File: src/rtl/snake_gfx_pkg.sv
// rtl/snake_gfx_pkg.sv - shared types and constants for the snake sprite pixel stages
package snake_gfx_pkg;

   typedef logic [23:0] rgb_t;

   typedef enum logic [1:0] {
      DIR_UP    = 2'd0,
      DIR_RIGHT = 2'd1,
      DIR_DOWN  = 2'd2,
      DIR_LEFT  = 2'd3
   } dir_t;

   localparam int CELL_LOG2 = 4;

   localparam rgb_t KEY0_DEFAULT = 24'h1a1a1c;
   localparam rgb_t KEY1_DEFAULT = 24'h181b1d;

endpackage

File: src/rtl/tail_addr_rotate.sv
// rtl/tail_addr_rotate.sv - maps in-cell texel coords and facing to a 16x16 sprite ROM address
module tail_addr_rotate
   import snake_gfx_pkg::*;
(
   input  logic [3:0] u,
   input  logic [3:0] v,
   input  logic [1:0] dir,
   output logic [7:0] addr
);

   // Sprite is stored facing up; 15-x is taken as ~x (modulo 16).
   always_comb begin
      addr = {v, u};
      case (dir_t'(dir))
         DIR_UP:    addr = {v, u};
         DIR_RIGHT: addr = {~u, v};
         DIR_DOWN:  addr = {~v, ~u};
         DIR_LEFT:  addr = {u, ~v};
         default:   addr = {v, u};
      endcase
   end

endmodule

File: src/rtl/snake_tail_sprite_pipe.sv
// rtl/snake_tail_sprite_pipe.sv - two-stage tail sprite pixel pipe around an external sprite ROM
module snake_tail_sprite_pipe
   import snake_gfx_pkg::*;
#(
   parameter int   GRID_W = 40,
   parameter int   GRID_H = 30,
   parameter rgb_t KEY0   = KEY0_DEFAULT,
   parameter rgb_t KEY1   = KEY1_DEFAULT
) (
   input  logic        i_clk,
   input  logic        i_rst_n,
   input  logic [9:0]  i_px_x,
   input  logic [9:0]  i_px_y,
   input  logic        i_de,
   input  logic        i_hsync,
   input  logic        i_vsync,
   input  logic [23:0] i_bg_rgb,
   input  logic [5:0]  i_tail_cell_x,
   input  logic [4:0]  i_tail_cell_y,
   input  logic [1:0]  i_tail_dir,
   input  logic        i_tail_valid,
   output logic        o_tail_ready,
   output logic [7:0]  o_rom_addr,
   input  logic [23:0] i_rom_data,
   output logic [23:0] o_rgb,
   output logic        o_de,
   output logic        o_hsync,
   output logic        o_vsync
);

   logic [5:0] pend_x, act_x;
   logic [4:0] pend_y, act_y;
   dir_t       pend_dir, act_dir;
   logic       pend_valid, act_valid;

   logic       hit_d1, de_d1, hs_d1, vs_d1;
   rgb_t       bg_d1;

   logic       accept, commit, in_grid, hit;
   logic [7:0] rot_addr;
   rgb_t       rgb_next;

   assign o_tail_ready = ~pend_valid;
   assign accept       = i_tail_valid & ~pend_valid;
   // o_vsync is the second vsync delay, so this is the frame-boundary edge.
   assign commit       = vs_d1 & ~o_vsync & pend_valid;

   always_ff @(posedge i_clk or negedge i_rst_n) begin
      if (!i_rst_n) begin
         pend_x     <= '0;
         pend_y     <= '0;
         pend_dir   <= DIR_UP;
         pend_valid <= 1'b0;
         act_x      <= '0;
         act_y      <= '0;
         act_dir    <= DIR_UP;
         act_valid  <= 1'b0;
      end else if (commit) begin
         act_x      <= pend_x;
         act_y      <= pend_y;
         act_dir    <= pend_dir;
         act_valid  <= 1'b1;
         pend_valid <= 1'b0;
      end else if (accept) begin
         pend_x     <= i_tail_cell_x;
         pend_y     <= i_tail_cell_y;
         pend_dir   <= dir_t'(i_tail_dir);
         pend_valid <= 1'b1;
      end
   end

   assign in_grid = (int'(act_x) < GRID_W) && (int'(act_y) < GRID_H);
   assign hit     = i_de & act_valid & in_grid
                  & (i_px_x[9:CELL_LOG2] == act_x)
                  & (i_px_y[9:CELL_LOG2] == {1'b0, act_y});

   tail_addr_rotate u_rot (
      .u    (i_px_x[CELL_LOG2-1:0]),
      .v    (i_px_y[CELL_LOG2-1:0]),
      .dir  (act_dir),
      .addr (rot_addr)
   );

   always_ff @(posedge i_clk or negedge i_rst_n) begin
      if (!i_rst_n) begin
         o_rom_addr <= '0;
         hit_d1     <= 1'b0;
         de_d1      <= 1'b0;
         hs_d1      <= 1'b0;
         vs_d1      <= 1'b0;
         bg_d1      <= '0;
      end else begin
         o_rom_addr <= rot_addr;
         hit_d1     <= hit;
         de_d1      <= i_de;
         hs_d1      <= i_hsync;
         vs_d1      <= i_vsync;
         bg_d1      <= i_bg_rgb;
      end
   end

   always_comb begin
      rgb_next = '0;
      if (!de_d1)
         rgb_next = '0;
      else if (hit_d1 && (i_rom_data != KEY0) && (i_rom_data != KEY1))
         rgb_next = i_rom_data;
      else
         rgb_next = bg_d1;
   end

   always_ff @(posedge i_clk or negedge i_rst_n) begin
      if (!i_rst_n) begin
         o_rgb   <= '0;
         o_de    <= 1'b0;
         o_hsync <= 1'b0;
         o_vsync <= 1'b0;
      end else begin
         o_rgb   <= rgb_next;
         o_de    <= de_d1;
         o_hsync <= hs_d1;
         o_vsync <= vs_d1;
      end
   end

endmodule
File: config.mk
export PLATFORM = sky130hd
export DESIGN_NAME = snake_tail_sprite_pipe
export DESIGN_NICKNAME = d
export VERILOG_FILES = /design/src/rtl/snake_gfx_pkg.sv /design/src/rtl/tail_addr_rotate.sv /design/src/rtl/snake_tail_sprite_pipe.sv
export SDC_FILE = /design/constraint.sdc
export NUM_CORES = 1
export LEC_CHECK = 0
export CAP_MARGIN = 20
export CORE_MARGIN = 5
export CORE_UTILIZATION = 30
export CTS_CLUSTER_DIAMETER = 50
export CTS_CLUSTER_SIZE = 16
export DETAILED_ROUTE_END_ITERATION = 12
export PLACE_DENSITY_LB_ADDON = 0.05
export SLEW_MARGIN = 15
export SYNTH_ARGS = -nofsm -noshare
export SYNTH_HDL_FRONTEND = slang
export SYNTH_SLANG_ARGS = --single-unit
export TNS_END_PERCENT = 10
File: constraint.sdc
create_clock -name i_clk -period 1.6 [get_ports i_clk]
set_clock_uncertainty 0.2 [all_clocks]
set_input_delay 0.4 -clock i_clk [delete_from_list [all_inputs] [get_ports i_clk]]
set_output_delay 0.4 -clock i_clk [all_outputs]
set_load 0.02 [all_outputs]
# Yosys cells after proc, flatten, opt, wreduce, memory -nomap -nowiden
# Cells that the tools add are included.
[word_totals] register_bits=91 out_inout_bits=36 elab_cells=50
[op_classes] n_lt_le_gt_ge=2 n_eq_ne=7 n_mux=5 bitwise_logic=12 reduce_logical=6
[op_table] operator="$mux W24" count=2
[op_table] operator="$ne A24 B21 Y1 const B" count=2
[op_table] operator="$pmux W8 S4" count=1
[op_table] operator="$not A4 Y4" count=2
[op_table] operator="$and A1 B1 Y1" count=7
[op_table] operator="$eq A6 B5 Y1" count=1
[op_table] operator="$eq A6 B6 Y1" count=1
[op_table] operator="$lt A6 B6 Y1 const B" count=1
[op_table] operator="$lt A5 B5 Y1 const B" count=1
[op_table] operator="$eq A2 B2 Y1 const B" count=2
[op_table] operator="$logic_and A1 B1 Y1" count=3
[op_table] operator="$not A1 Y1" count=3
[op_table] operator="$eq A2 B1 Y1 const B" count=1
[op_table] operator="$logic_not A2 Y1" count=1
[op_table] operator="$mux W1" count=2
[op_table] operator="$reduce_and A2 Y1" count=1
[op_table] operator="$reduce_bool A2 Y1" count=1

# Longest topological paths before layout
# Gate-level depths: netlist of the first run.
[depth] word_depth=5 depth_mapped=5 mapped_depth_nobuf=4

# Modules after synthesis
# From an unflattened synthesis of the first run, not the netlist that was laid out.
[hier_totals] cells_unflattened=256 hier_area_um2=3512.1
[by_module_without_submodules] mod="snake_tail_sprite_pipe" instances=1 cells_each=234 area_per_inst_um2=3345.7
[by_module_without_submodules] mod="tail_addr_rotate" instances=1 cells_each=22 area_per_inst_um2=166.4

# Worst setup path after synthesis of the first run
# No wires, ideal clock.
[synth_path] kind="input to register" startpoint="input port i_rom_data[5]" endpoint="register o_rgb[10]" setup_time_ns=0.124 arrival_time_ns=1.738 required_time_ns=1.276 path_slack_ns=-0.462 stages=5 path_cell_list="or4b_1 > a2111oi_4 > a41oi_4 > buf_6 > mux2i_1"
[synth_between] elab_chain_len=5 word_cells_on_any_way=6 classes_between="eq/ne (2); mux (2); reduce/logical (2)"
[synth_rtl] element="start, declared" line="snake_tail_sprite_pipe.sv:24" rtl="input logic [23:0] i_rom_data,"
[synth_rtl] element="$ne A24 B21 Y1" line="snake_tail_sprite_pipe.sv:106" rtl="else if (hit_d1 && (i_rom_data != KEY0) && (i_rom_data != KEY1))"
[synth_rtl] element="$logic_and A1 B1 Y1" line="snake_tail_sprite_pipe.sv:106"
[synth_rtl] element="$logic_and A1 B1 Y1 (*)" line="snake_tail_sprite_pipe.sv:106"
[synth_rtl] element="$mux W24 (*)" line="snake_tail_sprite_pipe.sv:106"
[synth_rtl] element="$mux W24 (*)" line="snake_tail_sprite_pipe.sv:104" rtl="if (!de_d1)"
[synth_rtl] element="via rgb_next[10]" line="snake_tail_sprite_pipe.sv:41" rtl="rgb_t rgb_next;"
[synth_rtl] element="end signal, assigned" line="snake_tail_sprite_pipe.sv:119" rtl="o_rgb <= rgb_next;"
[synth_rtl] element="end, declared" line="snake_tail_sprite_pipe.sv:25" rtl="output logic [23:0] o_rgb,"
# The timed path passes the listed nets; every way through them passes the cells marked *.
# A chain may end at the register's enable or synchronous reset.

# Worst setup path after layout of the first run
[layout_path] startpoint="input port i_rom_data[23]" endpoint="register o_rgb[11]"
# The elaborated chain is that of the path after synthesis.

==> results of run 1 <==
-- synth_stat cells --
cell | n | area (um^2)
sky130_fd_sc_hd__o211ai_1 | 1 | 7.51
sky130_fd_sc_hd__nand4_1 | 1 | 6.26
sky130_fd_sc_hd__nand4b_1 | 1 | 8.76
sky130_fd_sc_hd__nor2b_1 | 1 | 6.26
sky130_fd_sc_hd__a41oi_4 | 1 | 27.5
sky130_fd_sc_hd__nor3_1 | 1 | 5.00
sky130_fd_sc_hd__or3b_1 | 1 | 8.76
sky130_fd_sc_hd__mux2_2 | 11 | 124
sky130_fd_sc_hd__a2111oi_4 | 1 | 27.5
sky130_fd_sc_hd__nand2b_1 | 1 | 6.26
sky130_fd_sc_hd__clkbuf_1 | 9 | 33.8
sky130_fd_sc_hd__mux2_1 | 15 | 169
sky130_fd_sc_hd__nor3b_1 | 1 | 7.51
sky130_fd_sc_hd__inv_1 | 6 | 22.5
sky130_fd_sc_hd__and4bb_2 | 2 | 25.0
sky130_fd_sc_hd__o21a_1 | 1 | 7.51
sky130_fd_sc_hd__nand2_1 | 51 | 191
sky130_fd_sc_hd__xnor2_1 | 13 | 114
sky130_fd_sc_hd__nand3b_1 | 2 | 15.0
sky130_fd_sc_hd__dfrtp_1 | 91 | 2280
sky130_fd_sc_hd__nand3_1 | 1 | 5.00
sky130_fd_sc_hd__a21oi_1 | 1 | 5.00
sky130_fd_sc_hd__a22oi_1 | 1 | 7.51
sky130_fd_sc_hd__xor2_1 | 4 | 35.0
sky130_fd_sc_hd__o21ai_1 | 2 | 10.0
sky130_fd_sc_hd__nor4_1 | 2 | 12.5
sky130_fd_sc_hd__buf_6 | 2 | 22.5
sky130_fd_sc_hd__or4b_1 | 2 | 20.0
sky130_fd_sc_hd__mux2i_1 | 30 | 300
-- registers in the layout (all words and copies together) (netlist names) --
signal and flops:
o_de 1, act_x 6, o_rom_addr 8, de_d1 1
pend_x 6, act_y 5, act_dir 2, pend_valid 1
vs_d1 1, act_valid 1, pend_y 5, o_rgb 24
hit_d1 1, bg_d1 24, hs_d1 1, o_hsync 1
o_vsync 1, pend_dir 2
-- power breakdown --
part / leakage, nW / internal (W) / switching, W
registers: 1.09 / 0.00271 / 0.000255
clock network: 0.150 / 0.00134 / 0.000844
logic: 1.11 / 0.000837 / 0.000599
-- path summary, 6_finish.rpt --
path	cells past startpoint	from	to
worst min register to register	0	hs_d1	o_hsync
worst max-delay path	7	i_rom_data[23]	o_rgb[11]
worst max register to register	4	act_x[2]	hit_d1
max in group asynchronous	3	i_rst_n	o_rom_addr[3]
worst min-delay path	3	i_rom_data[9]	o_rgb[9]
min in group asynchronous	2	i_rst_n	pend_x[3]
-- per-stage QoR --
step	total power, W	area (um^2)
3_5_place_dp	0.00451	5120
2_1_floorplan	0.00372	3520
5_1_grt	0.00696	5500
3_3_place_gp	0.00449	5120
6_report	0.00658	5500
4_1_cts	0.00668	5500
-- worst max-delay path: stages --
cell	delay, ns
sky130_fd_sc_hd__dlygate4sd2_1	0.24
sky130_fd_sc_hd__or4b_4	0.50
sky130_fd_sc_hd__nor3_4	0.21
sky130_fd_sc_hd__a41oi_4	0.16
sky130_fd_sc_hd__buf_6	0.16
sky130_fd_sc_hd__buf_12	0.13
sky130_fd_sc_hd__mux2i_1	0.12
-- timing repair --
action | CTS | global route
hold endpoints to repair | 16 | 0
resized for setup | 148 | 15
cloned | 1 | 0
pin swaps | 8 | 3
setup buffers | 3 | 1
hold buffers | 1 | 0
setup endpoints to repair | 72 | 39
-- kinds of logic after synthesis --
logic type                after synthesis  share of synthesized area
AOI/OAI and AO/OA                       8                     0.0264
xor gates and xnor gates               17                     0.0424
buffers and inverters                  17                     0.0225
DFF                                    91                      0.649
muxes                                  56                      0.169
and+or+nand+nor                        67                     0.0906
-- layer usage --
| layer | up-vias | GRT usage | part of all wire |
|---|---|---|---|
| met1 | 1168 | 0.161 | 0.43 |
| li1 | 1168 | - | - |
| met4 | 0 | 0.0624 | 0.023 |
| met2 | 74 | 0.192 | 0.48 |
| met3 | 13 | 0.0406 | 0.062 |
| met5 | - | 0 | 0 |
-- layout make-up --
| cell class | instances | share of cell area |
|---|---|---|
| clock inverter | 1 | 0.00546 |
| clock buffer | 15 | 0.0505 |
| multi-input combinational | 148 | 0.217 |
| sequential | 91 | 0.414 |
| timing repair buffer | 152 | 0.276 |
| inverter | 6 | 0.00409 |
| tap | 143 | 0.0325 |
==> results.txt, run 1 <==
----------------------------------------------------
[Clocking]
  Cts bufs inserted ... 9
  TritonCTS clock tree ... built
  CTS root buf ... sky130_fd_sc_hd__clkbuf_16
  Clock Pin Slew Worst Setup and Hold Paths ... 0.06 ns
  Clock latency on the worst-skew pair ... 0.34 ns
  # clock sinks ... 91
  Max Root-Sink Buffers ... 2
  H-tree lvl count ... 3

[Floorplanning]
  Overall die area ... 14000 um^2
  Initial core utilization ... 0.307
  Top-Level Pins ... 123
  Die Width ... 118 um
  Floorplan row count ... 39
  Die height ... 118 um
  Area of the core ... 11400 um^2

[Global route]
  Maximum number of pins on one net before global-route repair ... 49
  Vias in the first global route ... 2578
  Initial antenna violation count ... 0
  Global routing usage summed across all routing layers ... 0.126
  Total congestion overflow after global routing ... 0
  First-pass GRT wire length ... 13.7 mm

[Synthesis]
  Yosys synthesis warning count ... 0
  Flip-flop and latch count after synthesis ... 91
  Cell count after synthesis ... 256
  Number of distinct library cells after synthesis ... 29
  Post-synthesis average cell area ... 13.7 um^2
  Post-synth net total ... 343
  Fraction of the yosys area taken by sequential cells ... 0.649
  Netlist Area Pre-Place ... 3510 um^2

[Power]
  Leakage power ... 2.35 nW
  Peak supply drop ... 0.674 mV
  Power density over the cells ... 1200 nW/um^2

[Timing]
  RSZ-0062 raised after global routing ... true
  Total setup violations reported at the end of the flow ... 24
  Setup total negative slack ... -6.30 ns
  Pin slew with the least headroom to its limit ... 0.447 ns
  Final Critical Period ... 1.91 ns
  Count of endpoints failing hold in the final timing report ... 0
  Maximum operating frequency ... 524 MHz
  Total count of max-transition violations in the final report ... 0
  Period utilisation layout ... 1.19
  Worst slew margin ... 0.702
  Setup slack after layout ... -0.308 ns
  Post-route worst hold slack ... 0.122 ns

[Cells and area]
  Register area ... 2280 um^2
  Most common library cell in the layout ignoring fill and taps ... sky130_fd_sc_hd__dfrtp_1
  Nets ... 495
  Commonest cells after routing, fill and taps aside ... 91 x sky130_fd_sc_hd__dfrtp_1, 74 x sky130_fd_sc_hd__clkdlybuf4s50_1, 51 x sky130_fd_sc_hd__nand2_1, 30 x sky130_fd_sc_hd__mux2i_1, 28 x sky130_fd_sc_hd__clkdlybuf4s15_2
  Number of standard cells in the layout, taps in and fillers out ... 556
  P&R area growth vs syn ... 56.8%
  Share of final-layout standard cells stronger than drive strength 1 ... 0.262
  Area occupied by multi-input gates ... 1190 um^2
  Count of antenna diodes in the layout ... 0
  Total of fill cells in the finished design ... 1065
  Final core utilization ... 0.482

[Placement]
  Total of buffers placed on input and output ports ... 122
  HPWL after detailed placement ... 6.14 mm
  Final GP Congestion ... 0.737
  Post-placement setup slack ... -0.987 ns
  Number of placed cells counting well taps ... 535

[Routing]
  Number of DRC violations after detailed routing ... 0
  Routed wirelength normalized by instance count ... 15.1 um
  Drt total wl ... 8.39 mm
  Total vias in the final route ... 2423
  Number of antenna-violating nets in the routed design ... 0
  DR pass1 iterations ... 4
  Via density per instance ... 4.36
  DRC violation total after the first TritonRoute iteration ... 105

[Hold path]
  Hold crit path type ... input port to register

[Flow run]
  Number of maximum-capacitance violations ... 0

[Worst setup path]
  Critical path start-end classification ... input port to register
  Crit path DAT ... 1.93 ns
  Critical Path Sink Type ... register
  Required time worst endpoint ... 1.62 ns
  Reg-to-reg slack, setup ... 0.08 ns
  Launching element type of the critical path ... input port
  Max FO, Critical Path ... 7

[Outcome]
  Outcome ... complete, but fails checks
  Violations in the final reports ... negative setup slack

----------------------------------------------------
Power figures use the tool's default switching activity.
==> run 2, diff against run 1 <==
--- a/config.mk
+++ b/config.mk
@@ -7,7 +7,7 @@
 export LEC_CHECK = 0
 export CAP_MARGIN = 20
 export CORE_MARGIN = 5
-export CORE_UTILIZATION = 30
+export CORE_UTILIZATION = 37
 export CTS_CLUSTER_DIAMETER = 50
 export CTS_CLUSTER_SIZE = 16
 export DETAILED_ROUTE_END_ITERATION = 12
==> results.txt, run 2 (same netlist as run 1, synthesis figures left out) <==
----------------------------------------------------
[Global route]
  Vias in the first global route ... 2550
  Total congestion overflow after global routing ... 0
  First-pass GRT wire length ... 12.9 mm
  Initial antenna violation count ... 0
  Maximum number of pins on one net before global-route repair ... 92
  Global routing usage summed across all routing layers ... 0.145

[Placement]
  Post-placement setup slack ... -0.959 ns
  Total of buffers placed on input and output ports ... 122
  HPWL after detailed placement ... 5.60 mm
  Placement-stage cell area ... 5050 um^2
  Final GP Congestion ... 0.760

[Cells and area]
  Register area ... 2280 um^2
  Most common library cell in the layout ignoring fill and taps ... sky130_fd_sc_hd__dfrtp_1
  Share of final-layout standard cells stronger than drive strength 1 ... 0.257
  Biggest registers after layout ... bg_d1: 24 flops, o_rgb: 24 flops, o_rom_addr: 8 flops
  Post-route cell area ... 5140 um^2
  Nets ... 487
  Area occupied by multi-input gates ... 1190 um^2
  Commonest cells after routing, fill and taps aside ... 91 x sky130_fd_sc_hd__dfrtp_1, 74 x sky130_fd_sc_hd__clkdlybuf4s50_1, 51 x sky130_fd_sc_hd__nand2_1, 39 x sky130_fd_sc_hd__buf_2, 29 x sky130_fd_sc_hd__mux2i_1
  P&R area growth vs syn ... 46.6%
  Count of antenna diodes in the layout ... 0
  Total of fill cells in the finished design ... 806

[Clocking]
  Clock Pin Slew Worst Setup and Hold Paths ... 0.09 ns
  Cts bufs inserted ... 9
  Max Root-Sink Buffers ... 2
  CTS root buf ... sky130_fd_sc_hd__clkbuf_8
  Clock latency on the worst-skew pair ... 0.35 ns
  H-tree lvl count ... 3
  # clock sinks ... 91
  TritonCTS clock tree ... built

[Timing]
  Final Critical Period ... 1.89 ns
  Pin slew with the least headroom to its limit ... 0.477 ns
  RSZ-0062 raised after global routing ... true
  Worst slew margin ... 0.682
  Total count of max-transition violations in the final report ... 0
  Period utilisation layout ... 1.18
  Setup total negative slack ... -5.44 ns
  Setup slack after layout ... -0.292 ns
  Count of endpoints failing hold in the final timing report ... 0
  Total setup violations reported at the end of the flow ... 24
  Post-route worst hold slack ... 0.0893 ns
  Maximum operating frequency ... 529 MHz

[Routing]
  Drt total wl ... 7.98 mm
  Via density per instance ... 4.44
  DR pass1 iterations ... 4
  Number of antenna-violating nets in the routed design ... 0
  Total vias in the final route ... 2372
  DRC violation total after the first TritonRoute iteration ... 45
  Number of DRC violations after detailed routing ... 0
  Routed wirelength normalized by instance count ... 14.9 um

[Power]
  Power consumption ... 0.00602 W
  Power density over the cells ... 1170 nW/um^2
  Peak supply drop ... 0.532 mV
  Leakage power ... 2.26 nW

[Floorplanning]
  Overall die area ... 11500 um^2
  Die height ... 107 um
  Initial core utilization ... 0.380
  Floorplan row count ... 35
  Die Width ... 107 um
  Area of the core ... 9240 um^2
  Top-Level Pins ... 123

[Worst setup path]
  Required time worst endpoint ... 1.64 ns
  Category of cells accounting for the largest share of critical-path delay ... simple AND/OR/NAND/NOR gates
  Worst-path cell with the longest stage delay ... sky130_fd_sc_hd__or4b_4
  Crit path DAT ... 1.93 ns
  Critical path start-end classification ... input port to register
  Worst path buffer plus inverter count ... 3
  Critical Path Sink Type ... register
  Delay contributed by the slowest stage of the critical path ... 0.51 ns
  Launching element type of the critical path ... input port
  Worst reg2reg path startpoint ... pend_valid
  Worst Setup SP ... i_rom_data[23]
  Max FO, Critical Path ... 7
  Ordered list of cells on the worst path ... clkdlybuf4s15_1 -> or4b_4 -> nor3_4 -> a41oi_4 -> buf_6 -> buf_12 -> mux2i_2

[Outcome]
  Outcome ... complete, but fails checks
  Violations in the final reports ... negative setup slack

[Flow run]
  Number of maximum-capacitance violations ... 0

[Hold path]
  Min-Delay Startpoint ... i_rom_data[7]
  Hold crit path type ... input port to register

----------------------------------------------------
-- run 2: changes by cell type in the layout (fill, tap and decap cells not counted), moves of 2 or more --
cell | previous run | this run
sky130_fd_sc_hd__clkbuf_1 | 3 | 1
sky130_fd_sc_hd__clkbuf_2 | 2 | 0
sky130_fd_sc_hd__clkbuf_16 | 9 | 0
sky130_fd_sc_hd__clkbuf_8 | 3 | 9
sky130_fd_sc_hd__buf_4 | 20 | 14
sky130_fd_sc_hd__clkdlybuf4s15_2 | 28 | 3
sky130_fd_sc_hd__buf_2 | 10 | 39
sky130_fd_sc_hd__inv_6 | 0 | 3
-- run 2: final timing paths --
kind / end / slack (ns) / cells past startpoint
min in group asynchronous: bg_d1[16] / 0.43 / 3
worst min-delay path: o_rgb[7] / 0.09 / 3
max in group asynchronous: act_x[5] / 0.40 / 3
worst max-delay path: o_rgb[4] / -0.29 / 7
worst min register to register: o_hsync / 0.16 / 0
worst max register to register: pend_x[0] / 0.09 / 4
-- run 2: per-layer routing --
metal | up-vias | GRT usage | routed length (um)
li1 | 1143 | - | -
met1 | 1141 | 0.178 | 3370
met2 | 74 | 0.243 | 3950
met3 | 14 | 0.0444 | 512
met4 | 0 | 0.0496 | 150
met5 | - | 0 | 0
-- run 2: cell type report --
class | count | share of cell area
Tap cell | 129 | 0.0314
Clock buffer | 10 | 0.0248
Sequential cell | 91 | 0.443
Timing Repair Buffer | 144 | 0.247
Inverter | 6 | 0.00438
Clock inverter | 6 | 0.0185
Multi-Input combinational cell | 148 | 0.231
-- run 2: per-stage QoR --
stage | util | cells
global placement | 0.546 | 515
finish | 0.557 | 534
floorplan | - | 256
detailed placement | 0.546 | 515
CTS | 0.573 | 535
global route | 0.557 | 534
-- run 2: worst register-to-register path: cells and delay by family, from the launching register on --
family / cells / cell delay (ns)
buf+inv: 2 / 0.34
mux: 1 / 0.35
flops: 1 / 0.39
simple gates: 1 / 0.13
-- run 2: repair_timing --
| action | in CTS | in global routing |
|---|---|---|
| hold endpoints to repair | 91 | 0 |
| buffers inserted | 3 | 0 |
| cloned | 1 | 0 |
| pin swaps | 6 | 3 |
| setup endpoints to repair | 61 | 50 |
| hold buffers | 1 | 0 |
| gates resized for setup | 166 | 27 |
-- run 2: report_power, final --
group          total, W  switching, W  internal (W)
Clock           0.00173      0.000827      0.000901
Combinational   0.00134      0.000604      0.000738
Sequential      0.00295      0.000251       0.00270
==> run 3, diff against run 2 <==
--- a/config.mk
+++ b/config.mk
@@ -15,5 +15,6 @@
 export SLEW_MARGIN = 15
 export SYNTH_ARGS = -nofsm -noshare
 export SYNTH_HDL_FRONTEND = slang
+export SYNTH_HIERARCHICAL = 1
 export SYNTH_SLANG_ARGS = --single-unit
 export TNS_END_PERCENT = 10
==> results.txt, run 3 <==
----------------------------------------------------
[Cells and area]
  Commonest cells after routing, fill and taps aside ... 91 x sky130_fd_sc_hd__dfrtp_1, 74 x sky130_fd_sc_hd__clkdlybuf4s50_1, 52 x sky130_fd_sc_hd__nand2_1, 29 x sky130_fd_sc_hd__mux2i_1, 25 x sky130_fd_sc_hd__buf_2
  Post-route cell area ... 5220 um^2
  Biggest registers after layout ... bg_d1: 24 flops, o_rgb: 24 flops, o_rom_addr: 8 flops
  P&R area growth vs syn ... 48.7%
  Nets ... 490
  Share of final-layout standard cells stronger than drive strength 1 ... 0.255
  Final core utilization ... 0.565
  Most common library cell in the layout ignoring fill and taps ... sky130_fd_sc_hd__dfrtp_1
  Count of antenna diodes in the layout ... 0

[Floorplanning]
  Top-Level Pins ... 123
  Die height ... 107 um
  Overall die area ... 11500 um^2
  Die Width ... 107 um
  Initial core utilization ... 0.380
  Area of the core ... 9240 um^2
  Floorplan row count ... 35

[Synthesis]
  Fraction of the yosys area taken by sequential cells ... 0.648
  Flip-flop and latch count after synthesis ... 91
  Number of distinct library cells after synthesis ... 30
  Post-synthesis average cell area ... 13.7 um^2
  Number of enable-type register cells in the synthesized netlist ... 0
  Main area contributors after synthesis ... sky130_fd_sc_hd__dfrtp_1 65%, sky130_fd_sc_hd__mux2i_1 8.3%, sky130_fd_sc_hd__nand2_1 5.6%, sky130_fd_sc_hd__mux2_1 4.5%, sky130_fd_sc_hd__mux2_2 3.8%
  Cell type with the largest total area after synthesis ... sky130_fd_sc_hd__dfrtp_1
  Most instantiated cells after synthesis ... 91 x sky130_fd_sc_hd__dfrtp_1, 52 x sky130_fd_sc_hd__nand2_1, 29 x sky130_fd_sc_hd__mux2i_1, 14 x sky130_fd_sc_hd__mux2_1, 13 x sky130_fd_sc_hd__xnor2_1
  Cell count after synthesis ... 256
  Async SR Flop Fraction ... 1.00
  Leading cell type by number of instances after synthesis ... sky130_fd_sc_hd__dfrtp_1
  Netlist Area Pre-Place ... 3510 um^2
  Share of Yosys cell area claimed by the top area cell type ... 0.648
  Post-synth net total ... 343
  Yosys synthesis warning count ... 6
  Most used flip-flop cell after synthesis ... sky130_fd_sc_hd__dfrtp_1

[Power]
  Power density over the cells ... 1140 nW/um^2
  Leakage power ... 2.26 nW
  Power consumption ... 0.00597 W
  Peak supply drop ... 0.651 mV

[Routing]
  Number of antenna-violating nets in the routed design ... 0
  Routed wirelength normalized by instance count ... 14.5 um
  Total vias in the final route ... 2370
  Drt total wl ... 7.77 mm
  DR pass1 iterations ... 4
  DRC violation total after the first TritonRoute iteration ... 37
  Number of DRC violations after detailed routing ... 0
  Via density per instance ... 4.41

[Placement]
  HPWL after detailed placement ... 5.76 mm
  Placement-stage cell area ... 5050 um^2
  Total of buffers placed on input and output ports ... 122
  Final GP Congestion ... 0.780

[Worst setup path]
  Worst reg2reg path startpoint ... act_y[1]
  Worst Setup SP ... i_rom_data[7]
  Reg-to-reg slack, setup ... -0.02 ns
  Max FO, Critical Path ... 10
  Crit path DAT ... 1.91 ns
  Critical Path Sink Type ... register
  Launching element type of the critical path ... input port
  Required time worst endpoint ... 1.62 ns
  Critical path start-end classification ... input port to register

[Timing]
  Worst slew margin ... 0.705
  Count of endpoints failing hold in the final timing report ... 0
  Post-route worst hold slack ... 0.0940 ns
  Total setup violations reported at the end of the flow ... 25
  Setup slack after layout ... -0.290 ns
  Final Critical Period ... 1.89 ns
  Pin slew with the least headroom to its limit ... 0.442 ns
  Period utilisation layout ... 1.18
  Setup total negative slack ... -6.74 ns
  Maximum operating frequency ... 529 MHz
  Total count of max-transition violations in the final report ... 0
  RSZ-0062 raised after global routing ... true

[Global route]
  Vias in the first global route ... 2565
  Global routing usage summed across all routing layers ... 0.140
  Total congestion overflow after global routing ... 0
  Maximum number of pins on one net before global-route repair ... 50
  Initial antenna violation count ... 0
  First-pass GRT wire length ... 12.7 mm

[Outcome]
  Violations in the final reports ... negative setup slack
  Outcome ... complete, but fails checks

[Clocking]
  CTS root buf ... sky130_fd_sc_hd__clkbuf_8
  Max Root-Sink Buffers ... 2
  Cts bufs inserted ... 9
  TritonCTS clock tree ... built
  H-tree lvl count ... 3
  Clock Pin Slew Worst Setup and Hold Paths ... 0.09 ns
  Clock latency on the worst-skew pair ... 0.34 ns
  # clock sinks ... 91

[Hold path]
  Hold crit path type ... input port to register
  Min-Delay Startpoint ... i_rom_data[7]

[Flow run]
  Number of maximum-capacitance violations ... 0

----------------------------------------------------
[run 3: changes by cell type after synthesis, sizes merged]
cell    delta
nand2      +1
buf        +2
o21ai      +1
inv        -1
clkbuf     -2
mux2i      -1
[run 3: power by group]
part / total, W / switching [W] / leakage, nW / internal [W]
combinational: 0.00138 / 0.000598 / 1.07 / 0.000786
clock: 0.00163 / 0.000756 / 0.103 / 0.000877
sequential: 0.00295 / 0.000251 / 1.09 / 0.00270
total: 0.00597 / 0.00160 / 2.26 / 0.00437
[run 3: area by class of cell]
cell class,count,area (um^2)
Clock inverter,5,77.6
Sequential cell,91,2280
Inverter,5,18.8
Timing Repair Buffer,147,1380
Fill cell,826,4020
Clock buffer,11,131
Multi-Input combinational cell,149,1180
Tap cell,129,161
[run 3: metal layers]
metal | wire length, um | track usage | vias to the layer above
li1 | - | - | 1152
met1 | 3290 | 0.179 | 1134
met2 | 3790 | 0.225 | 77
met3 | 610 | 0.0504 | 7
met4 | 75 | 0.0361 | 0
met5 | 0 | 0 | -
[run 3: final timing paths]
kind                             end  depth (start not counted)
min reg2reg                  o_hsync                          0
min in group asynchronous   o_rgb[2]                          3
min                         o_rgb[7]                          3
max in group asynchronous   bg_d1[4]                          3
max reg2reg                   hit_d1                          4
max                        o_rgb[20]                          7
[run 3: timing repair]
| item | 4_1_cts | 5_1_grt |
|---|---|---|
| hold buffers | 1 | 0 |
| pin swaps | 7 | 0 |
| endpoints found under the hold margin | 91 | 0 |
| cloned | 1 | 0 |
| endpoints found under the setup margin | 61 | 56 |
| gates resized for setup | 149 | 23 |
| buffers inserted | 1 | 0 |
[run 3: logic make-up (layout without fill, tap and decap cells)]
family                    Yosys count  count (layout)  synth area share
muxes                              55              55             0.166
xor gates and xnor gates           17              17            0.0424
AOI/OAI and AO/OA                   9               9            0.0278
DFF                                91              91             0.648
buffers and inverters              16             168            0.0239
and+or+nand+nor                    68              68            0.0916
[run 3: critical path, cell delays in order]
cell	delay (ns)
sky130_fd_sc_hd__buf_6	0.09
sky130_fd_sc_hd__or4b_4	0.55
sky130_fd_sc_hd__a2111oi_4	0.26
sky130_fd_sc_hd__a41oi_4	0.18
sky130_fd_sc_hd__buf_12	0.17
sky130_fd_sc_hd__buf_12	0.14
sky130_fd_sc_hd__mux2i_1	0.11
[run 3: metrics by stage]
step | std cells | setup slack, ns
2_1_floorplan | 256 | -0.430
3_3_place_gp | 518 | -0.895
3_5_place_dp | 518 | -0.953
4_1_cts | 537 | -0.286
5_1_grt | 537 | -0.335
6_report | 537 | -0.290
